[src/rtl/mant_align_pkg.sv]
// Shared constants and FSM state type for the FP adder mantissa alignment stage.
package mant_align_pkg;

    localparam int unsigned MANT_W    = 24;
    localparam int unsigned EXP_W     = 8;
    localparam int unsigned GRS_W     = 3;
    localparam int unsigned SHAMT_MAX = 24;

    typedef enum logic [1:0] {
        IDLE  = 2'd0,
        SHIFT = 2'd1,
        DONE  = 2'd2
    } state_t;

endpackage

[src/rtl/mant_align_if.sv]
// Operand-in / aligned-result-out handshake bundle; the alignment stage is the slave.
interface mant_align_if #(
    parameter int unsigned MANT_W = mant_align_pkg::MANT_W,
    parameter int unsigned EXP_W  = mant_align_pkg::EXP_W
);
    logic                  in_valid;
    logic                  in_ready;
    logic [MANT_W-1:0]     m_a;
    logic [MANT_W-1:0]     m_b;
    logic [EXP_W-1:0]      e_a;
    logic [EXP_W-1:0]      e_b;
    logic [4:0]            shamt;
    logic                  sh_ab;
    logic                  out_valid;
    logic                  out_ready;
    logic [MANT_W+2:0]     ma_out;
    logic [MANT_W+2:0]     mb_out;
    logic [EXP_W-1:0]      e_out;

    modport slave (
        input  in_valid, m_a, m_b, e_a, e_b, shamt, sh_ab, out_ready,
        output in_ready, out_valid, ma_out, mb_out, e_out
    );

    modport master (
        output in_valid, m_a, m_b, e_a, e_b, shamt, sh_ab, out_ready,
        input  in_ready, out_valid, ma_out, mb_out, e_out
    );
endinterface

[src/rtl/mant_align_sticky_shr.sv]
// One-step right shifter: bit 0 of the result collects every bit shifted out plus the old sticky.
module sticky_shr #(
    parameter int unsigned W  = 27,
    parameter int unsigned KW = 5
) (
    input  logic [W-1:0]  val_i,
    input  logic [KW-1:0] k_i,
    output logic [W-1:0]  val_o
);
    logic sticky;

    always_comb begin
        sticky = 1'b0;
        for (int unsigned i = 0; i < W; i++) begin
            if (i <= 32'(k_i)) sticky = sticky | val_i[i];
        end
        val_o    = val_i >> k_i;
        val_o[0] = sticky;
    end
endmodule

[src/rtl/mant_align.sv]
// Alignment stage: right-shifts the smaller operand's mantissa by shamt, SH_STEP bits per cycle.
module mant_align #(
    parameter int unsigned MANT_W  = mant_align_pkg::MANT_W,
    parameter int unsigned EXP_W   = mant_align_pkg::EXP_W,
    parameter int unsigned SH_STEP = 8
) (
    input  logic         clk,
    input  logic         rst_n,
    mant_align_if.slave  bus
);
    import mant_align_pkg::*;

    localparam int unsigned W = MANT_W + GRS_W;

    state_t          state_q;
    logic [W-1:0]    ma_q, mb_q;
    logic [W-1:0]    sh_src, sh_d;
    logic [EXP_W-1:0] e_q;
    logic [4:0]      rem_q, rem_in, k;
    logic            sel_q, out_valid_q, accept;

    always_comb begin
        k      = (rem_q > 5'(SH_STEP)) ? 5'(SH_STEP) : rem_q;
        rem_in = (bus.shamt > 5'(SHAMT_MAX)) ? 5'(SHAMT_MAX) : bus.shamt;
        sh_src = sel_q ? mb_q : ma_q;
    end

    // Held low during reset even though the state register already reads IDLE.
    assign bus.in_ready = rst_n && ((state_q == IDLE) || (state_q == DONE && bus.out_ready));
    assign accept       = bus.in_valid && bus.in_ready;

    sticky_shr #(.W(W), .KW(5)) u_shr (
        .val_i (sh_src),
        .k_i   (k),
        .val_o (sh_d)
    );

    always_ff @(posedge clk or negedge rst_n) begin
        if (!rst_n) begin
            state_q     <= IDLE;
            ma_q        <= '0;
            mb_q        <= '0;
            e_q         <= '0;
            rem_q       <= '0;
            sel_q       <= 1'b0;
            out_valid_q <= 1'b0;
        end else if (accept) begin
            // Accept wins over DONE handoff so a result and a new set can swap in one cycle.
            ma_q  <= {bus.m_a, {GRS_W{1'b0}}};
            mb_q  <= {bus.m_b, {GRS_W{1'b0}}};
            e_q   <= bus.sh_ab ? bus.e_a : bus.e_b;
            rem_q <= rem_in;
            sel_q <= bus.sh_ab;
            if (rem_in == '0) begin
                state_q     <= DONE;
                out_valid_q <= 1'b1;
            end else begin
                state_q     <= SHIFT;
                out_valid_q <= 1'b0;
            end
        end else begin
            case (state_q)
                SHIFT: begin
                    if (sel_q) mb_q <= sh_d;
                    else       ma_q <= sh_d;
                    rem_q <= rem_q - k;
                    if (rem_q == k) begin
                        state_q     <= DONE;
                        out_valid_q <= 1'b1;
                    end
                end
                DONE: begin
                    if (bus.out_ready) begin
                        state_q     <= IDLE;
                        out_valid_q <= 1'b0;
                    end
                end
                default: ;
            endcase
        end
    end

    assign bus.out_valid = out_valid_q;
    assign bus.ma_out    = ma_q;
    assign bus.mb_out    = mb_q;
    assign bus.e_out     = e_q;
endmodule
[src/flat_wrapper.sv]
// flat-port wrapper written by rule: the top's interface ports become plain ports
module mant_align_flat import mant_align_pkg::*;
#(
    parameter int unsigned MANT_W  = mant_align_pkg::MANT_W,
    parameter int unsigned EXP_W   = mant_align_pkg::EXP_W,
    parameter int unsigned SH_STEP = 8
)
  (clk, rst_n, bus_in_valid, bus_m_a, bus_m_b, bus_e_a, bus_e_b, bus_shamt, bus_sh_ab, bus_out_ready, bus_in_ready, bus_out_valid, bus_ma_out, bus_mb_out, bus_e_out);
  mant_align_if #(.MANT_W(MANT_W), .EXP_W(EXP_W)) bus_i ();
  input  logic clk;
  input  logic rst_n;
  input wire logic [$bits(bus_i.in_valid)-1:0] bus_in_valid;
  input wire logic [$bits(bus_i.m_a)-1:0] bus_m_a;
  input wire logic [$bits(bus_i.m_b)-1:0] bus_m_b;
  input wire logic [$bits(bus_i.e_a)-1:0] bus_e_a;
  input wire logic [$bits(bus_i.e_b)-1:0] bus_e_b;
  input wire logic [$bits(bus_i.shamt)-1:0] bus_shamt;
  input wire logic [$bits(bus_i.sh_ab)-1:0] bus_sh_ab;
  input wire logic [$bits(bus_i.out_ready)-1:0] bus_out_ready;
  output wire logic [$bits(bus_i.in_ready)-1:0] bus_in_ready;
  output wire logic [$bits(bus_i.out_valid)-1:0] bus_out_valid;
  output wire logic [$bits(bus_i.ma_out)-1:0] bus_ma_out;
  output wire logic [$bits(bus_i.mb_out)-1:0] bus_mb_out;
  output wire logic [$bits(bus_i.e_out)-1:0] bus_e_out;
  assign bus_i.in_valid = bus_in_valid;
  assign bus_i.m_a = bus_m_a;
  assign bus_i.m_b = bus_m_b;
  assign bus_i.e_a = bus_e_a;
  assign bus_i.e_b = bus_e_b;
  assign bus_i.shamt = bus_shamt;
  assign bus_i.sh_ab = bus_sh_ab;
  assign bus_i.out_ready = bus_out_ready;
  assign bus_in_ready = bus_i.in_ready;
  assign bus_out_valid = bus_i.out_valid;
  assign bus_ma_out = bus_i.ma_out;
  assign bus_mb_out = bus_i.mb_out;
  assign bus_e_out = bus_i.e_out;
  mant_align #(.MANT_W(MANT_W), .EXP_W(EXP_W), .SH_STEP(SH_STEP)) u_core (.clk(clk), .rst_n(rst_n), .bus(bus_i));
endmodule
[config.mk]
export PLATFORM = sky130hd
export DESIGN_NAME = mant_align_flat
export DESIGN_NICKNAME = d
export VERILOG_FILES = /design/src/rtl/mant_align_pkg.sv /design/src/rtl/mant_align_if.sv /design/src/rtl/mant_align_sticky_shr.sv /design/src/rtl/mant_align.sv /design/src/flat_wrapper.sv
export SDC_FILE = /design/constraint.sdc
export NUM_CORES = 1
export LEC_CHECK = 0
export CAP_MARGIN = 20
export CORE_MARGIN = 1.5
export CORE_UTILIZATION = 50
export DETAILED_ROUTE_END_ITERATION = 7
export PLACE_DENSITY = 0.92
export SLEW_MARGIN = 20
export SYNTH_ARGS = -nofsm -noshare
export SYNTH_HDL_FRONTEND = slang
export SYNTH_SLANG_ARGS = --single-unit
[constraint.sdc]
create_clock -name clk -period 3.35 [get_ports clk]
set_clock_uncertainty 0.1 [all_clocks]
set_input_delay 1.005 -clock clk [delete_from_list [all_inputs] [get_ports clk]]
set_output_delay 1.005 -clock clk [all_outputs]
set_load 0.02 [all_outputs]
After elaboration in Yosys (flattened, before gate mapping) --
Cells that the tools add are included.
Word-level totals: flip-flop bits (word level) 71, input bits 74, output and inout bits 64
Operators by class: add/sub/neg operators 1, order comparisons 28, equal/unequal tests 6, shift-type cells 1, muxes and demuxes 48, bitwise gates (word level) 26, reductions and logical operators 12
Operator list (number):
- $mux W27 | 7
- $le A5 B5 Y1 const A | 11
- $le A4 B5 Y1 const A | 8
- $mux W1 | 30
- $shr A27 B5 Y27 | 1
- $or A1 B1 Y1 | 26
- $le A3 B5 Y1 const A | 4
- $mux W5 | 4
- $le A2 B5 Y1 const A | 2
- $mux W2 | 4
- $mux W8 | 1
- $eq A5 B5 Y1 | 1
- $gt A5 B4 Y1 const B | 1
- $gt A5 B5 Y1 const B | 1
- $le A1 B5 Y1 const A | 1
- $logic_not A5 Y1 | 1
- $sub A5 B5 Y5 | 1
- $pmux W2 S2 | 1
- $reduce_and A2 Y1 | 2
- $reduce_bool A2 Y1 | 2
- $logic_and A1 B1 Y1 | 3
- $ne A3 B1 Y1 const B | 1
- $ne A3 B2 Y1 const B | 1
- $reduce_and A3 Y1 | 1
- 7 further kinds | 7

Longest topological paths before layout --
depth after elaboration 57, mapped depth 10, depth with buffers taken out 7

By module --
A second synthesis with hierarchy kept.
Second synthesis, totals: cell total of the unflattened synthesis 573, area total of the unflattened synthesis 5552.8 µm²
Modules (own cells, without submodules):
- mant_align | times used 1, cells each 355, area each 3747.3 µm², sequential area each 1751.7 µm²
- sticky_shr | times used 1, cells each 218, area each 1805.5 µm², sequential area each 0.0 µm²

Least setup slack after synthesis --
OpenSTA, ideal clock, no wires.
path kind input-to-output, start point in bus_out_ready, end point out bus_in_ready, arrival 1389 ps, data required time 2245 ps, slack 856 ps, stages on the path 2, buffers on the path 0, cell sequence a21o_1 -> and2_1
On the way: cells in the longest elaborated chain, start to end 3
Ends and longest elaborated chain:
- from (decl) | RTL line flat_wrapper.sv:19 | input wire logic [$bits(bus_i.out_ready)-1:0] bus_out_ready;
- $logic_and A1 B1 Y1 | RTL line mant_align.sv:29 | assign bus.in_ready = rst_n && ((state_q == IDLE) || (state_q == DONE && bus.out_ready));
- $logic_or A1 B1 Y1 | RTL line mant_align.sv:29
- $logic_and A1 B1 Y1 | RTL line mant_align.sv:29
- to (decl) | RTL line flat_wrapper.sv:20 | output wire logic [$bits(bus_i.in_ready)-1:0] bus_in_ready;
No other way between the ends.

Worst setup path in the final report --
Ends and elaborated chain as after synthesis.

==> results.cfg <==
[layout]
layout_cells_sized_above_1_pct = 15.1
final_area_um2 = 6980
num-nets-final = 780
count_of_antenna_diodes_in_the_layout = 0
layout-area-overhead-vs-synth_pct = 32.4
post_layout_nonfiller_instances = 843

[synth]
netlist_area_um2 = 5270
synthesis.area_per_instance_um2 = 9.04
yosys.area.top_type_share_pct = 33.2
synth_async_sr_flop_share_pct = 100
yosys.cell_types.count = 59
syn_inst = 583
mappedNetlistNets = 661
synth.most_common_cell = sky130_fd_sc_hd__dfrtp_1
seq_area_frac_synth_pct = 33.2
ys.flop_type = sky130_fd_sc_hd__dfrtp_1
synth_top_cell_by_area = sky130_fd_sc_hd__dfrtp_1
post_synth_main_area_contributors = sky130_fd_sc_hd__dfrtp_1 (33%), sky130_fd_sc_hd__mux4_2 (9.0%), sky130_fd_sc_hd__mux2i_1 (8.7%), sky130_fd_sc_hd__mux2_2 (6.8%), sky130_fd_sc_hd__o21ai_0 (5.6%)
synth_top_cells_by_count = sky130_fd_sc_hd__dfrtp_1 (70), sky130_fd_sc_hd__nand2_1 (64), sky130_fd_sc_hd__o21ai_0 (59)
postSynthRegisterBits = 70
yosysWarningCount = 0
synth-edff-count = 0

[setup_path]
worstPathRequired_ns = 2.24
r2r_end = u_core.bus.mb_out[6]
timing.critical_path.from_type = input port
critical_path.max_fanout = 2
critical_path_source = bus_out_ready
cp.arrival_ns = 2.08
r2r_cells = 6
r2r_slack_ns = 0.67
worst_setup_end_kind = output pin
critical_path.reg2reg.startpoint = u_core.bus.out_valid
critPathKind = input port to output pin

[pwr]
power.switching_mw = 3.69
power.combinational.fraction_pct = 67.8
p_leak_nw = 2.84
power.total_mw = 7.64
p_seq_share_pct = 22.5
peakVddDrop_mv = 0.546
powerDensity_nw_per_um2 = 1090
power.switching_fraction_pct = 48.3
cell_internal_pwr_mw = 3.95
pwr-share-clk_pct = 9.7

[grt]
grt_pass1_vias = 5624
antenna_found_initial = 0
grt_first_pass_wirelength_um = 29000
track_usage_pct = 32.9
grt_start_max_net_pins = 52
grt-ovfl-total = 0

[outcome]
outcome = completed

[die]
die_width_um = 106
number_of_core_rows = 37
die-area_um2 = 11200
io_pins = 138
die_h_um = 106
core-area_um2 = 10300
initial_utilization_pct = 51.3

[min_path]
hold_end = u_core.bus.e_out[2]
holdPathStages = 2
worst_hold_startpoint = u_core.bus.e_out[2]
hold_path_class = flip-flop to flip-flop

[route]
postRouteWirelength_um = 18100
dr.first_iter.drc_count = 566
route.vias.total = 5556
drt-wirelength-per-cell_um = 21.4
ratio_of_routed_vias_to_standard_cells = 6.59
drtAntennaViolNets = 0
drt_pre_antenna_iters = 5
drt_drc_violations_left = 0

[timing]
rsz0062_at_grt = no
setup-tns-final_ns = 0
hold_viol_final = 0
layout_setup_ws_ns = 0.163
max-slew-margin-rel_pct = 41.5
timing_max_transition_violations_final = 0
period_share_pct = 95.1
maxClockFrequency_mhz = 314
final.min_clock_period_ns = 3.19
worst-slew-pin-transition_ns = 0.877
final-setup-viol-count = 0

[place]
placement.io_buffers = 137
place_worst_setup_slack_ns = -0.0901
placed_instance_area_um2 = 6780
gp_routability_congestion = 0.945
dpl.hpwl_um = 12900
placed_cells = 827

[cts]
root_buffer = sky130_fd_sc_hd__clkbuf_8
insertion_delay_ns = 0.36
cts_max_level = 3
clock_path_buffers = 2
tritoncts_clock_tree = built
numCtsBuffers = 9
cts.clk_slew.worst_paths_ns = 0.09
postCtsHoldBufs = 0
postCtsSetupBuffers = 0
cts_sinks = 70

[job]
cap_viol_max_count = 0
## per-stage QoR
| step | utilization (%) | hold WS, ns |
|---|---|---|
| 2_1_floorplan | - | 0.409 |
| 3_3_place_gp | 66.0 | 0.363 |
| 3_5_place_dp | 66.0 | 0.373 |
| 4_1_cts | 67.9 | 0.392 |
| 5_1_grt | 67.9 | 0.414 |
| 6_report | 67.9 | 0.387 |
## cell type report
| class | count | area, um2 |
|---|---|---|
| fill | 829 | 3300 |
| inverter | 5 | 18.8 |
| clock buffer | 9 | 124 |
| timing repair buffer | 162 | 1570 |
| tap | 136 | 170 |
| clock inverter | 7 | 78.8 |
| sequential | 70 | 1750 |
| multi-input combinational | 454 | 3270 |
## power groups by stage
stage          logic, mW  clock network [mW]  registers [mW]
6_report            5.18               0.739            1.72
5_1_grt             5.53               0.780            1.77
4_1_cts             5.10               0.742            1.71
3_5_place_dp        5.07                   0            1.72
3_3_place_gp        4.96                   0            1.69
2_1_floorplan       2.94                   0            2.02
## worst max-delay path: stages
cell                              delay (ns)
sky130_fd_sc_hd__clkdlybuf4s50_1        0.42
sky130_fd_sc_hd__a21o_1                 0.19
sky130_fd_sc_hd__and2_1                 0.14
sky130_fd_sc_hd__dlygate4sd2_1          0.32
## registers in the layout, indices dropped and copies added (netlist names)
name and count:
u_core.bus.ma_out 27, u_core.bus.mb_out 27, u_core.bus.e_out 8, u_core.rem_q 5, u_core.bus.out_valid 1, u_core.sel_q 1
u_core.state_q 1
## cells in the final DEF, fill, tap and decap left out, types with 4 or more instances in the layout
cell and instances:
sky130_fd_sc_hd__clkdlybuf4s50_1 135, sky130_fd_sc_hd__dfrtp_1 69, sky130_fd_sc_hd__nand2_1 64, sky130_fd_sc_hd__o21ai_0 59
sky130_fd_sc_hd__mux2i_1 46, sky130_fd_sc_hd__a21oi_1 43, sky130_fd_sc_hd__nor2_1 42, sky130_fd_sc_hd__mux2_2 32
sky130_fd_sc_hd__buf_4 24, sky130_fd_sc_hd__mux4_2 21, sky130_fd_sc_hd__nor3_1 18, sky130_fd_sc_hd__nand3_1 13
sky130_fd_sc_hd__a22oi_1 11, sky130_fd_sc_hd__clkbuf_8 9, sky130_fd_sc_hd__o22ai_1 8, sky130_fd_sc_hd__or3_1 7
sky130_fd_sc_hd__o221ai_1 7, sky130_fd_sc_hd__a31oi_1 7, sky130_fd_sc_hd__o31ai_1 5, sky130_fd_sc_hd__a221oi_1 5
sky130_fd_sc_hd__o211ai_1 4, sky130_fd_sc_hd__a211oi_1 4, sky130_fd_sc_hd__inv_1 4, sky130_fd_sc_hd__and2_1 4
sky130_fd_sc_hd__ha_1 4
## cells by family (layout without fill, tap and decap cells)
logic type / after synthesis / after routing / share of synthesized area (%)
other: 1 / 1 / 0.0711
buffers and inverters: 59 / 183 / 4.84
AOI/OAI and AO/OA: 180 / 180 / 21.5
muxes: 100 / 100 / 24.8
adders and majority gates: 4 / 4 / 0.949
DFF: 70 / 70 / 33.2
and+or+nand+nor: 169 / 169 / 14.6
## how the worst max path moves through the flow
stage	end	cells past startpoint	slack, ns
after floorplan	bus_in_ready	2	0.86
after CTS	bus_in_ready	4	0.16
after global placement	bus_in_ready	4	-0.08
after detailed placement	bus_in_ready	4	-0.09
after global routing	bus_in_ready	4	0.12
final	bus_in_ready	4	0.16
## timing repair
| item | CTS | global route |
|---|---|---|
| setup endpoints to repair | 1 | 0 |
| gates resized for setup | 1 | 0 |
| endpoints found under the hold margin | 0 | 0 |
## layer usage
layer / global-route usage (%) / share of wire [%] / up-vias
li1: - / - / 2439
met1: 43.3 / 39 / 2697
met2: 54.8 / 50 / 377
met3: 5.44 / 9.6 / 43
met4: 12.1 / 1.8 / 0
met5: 0 / 0 / -
(Power assumes the default switching activity.)
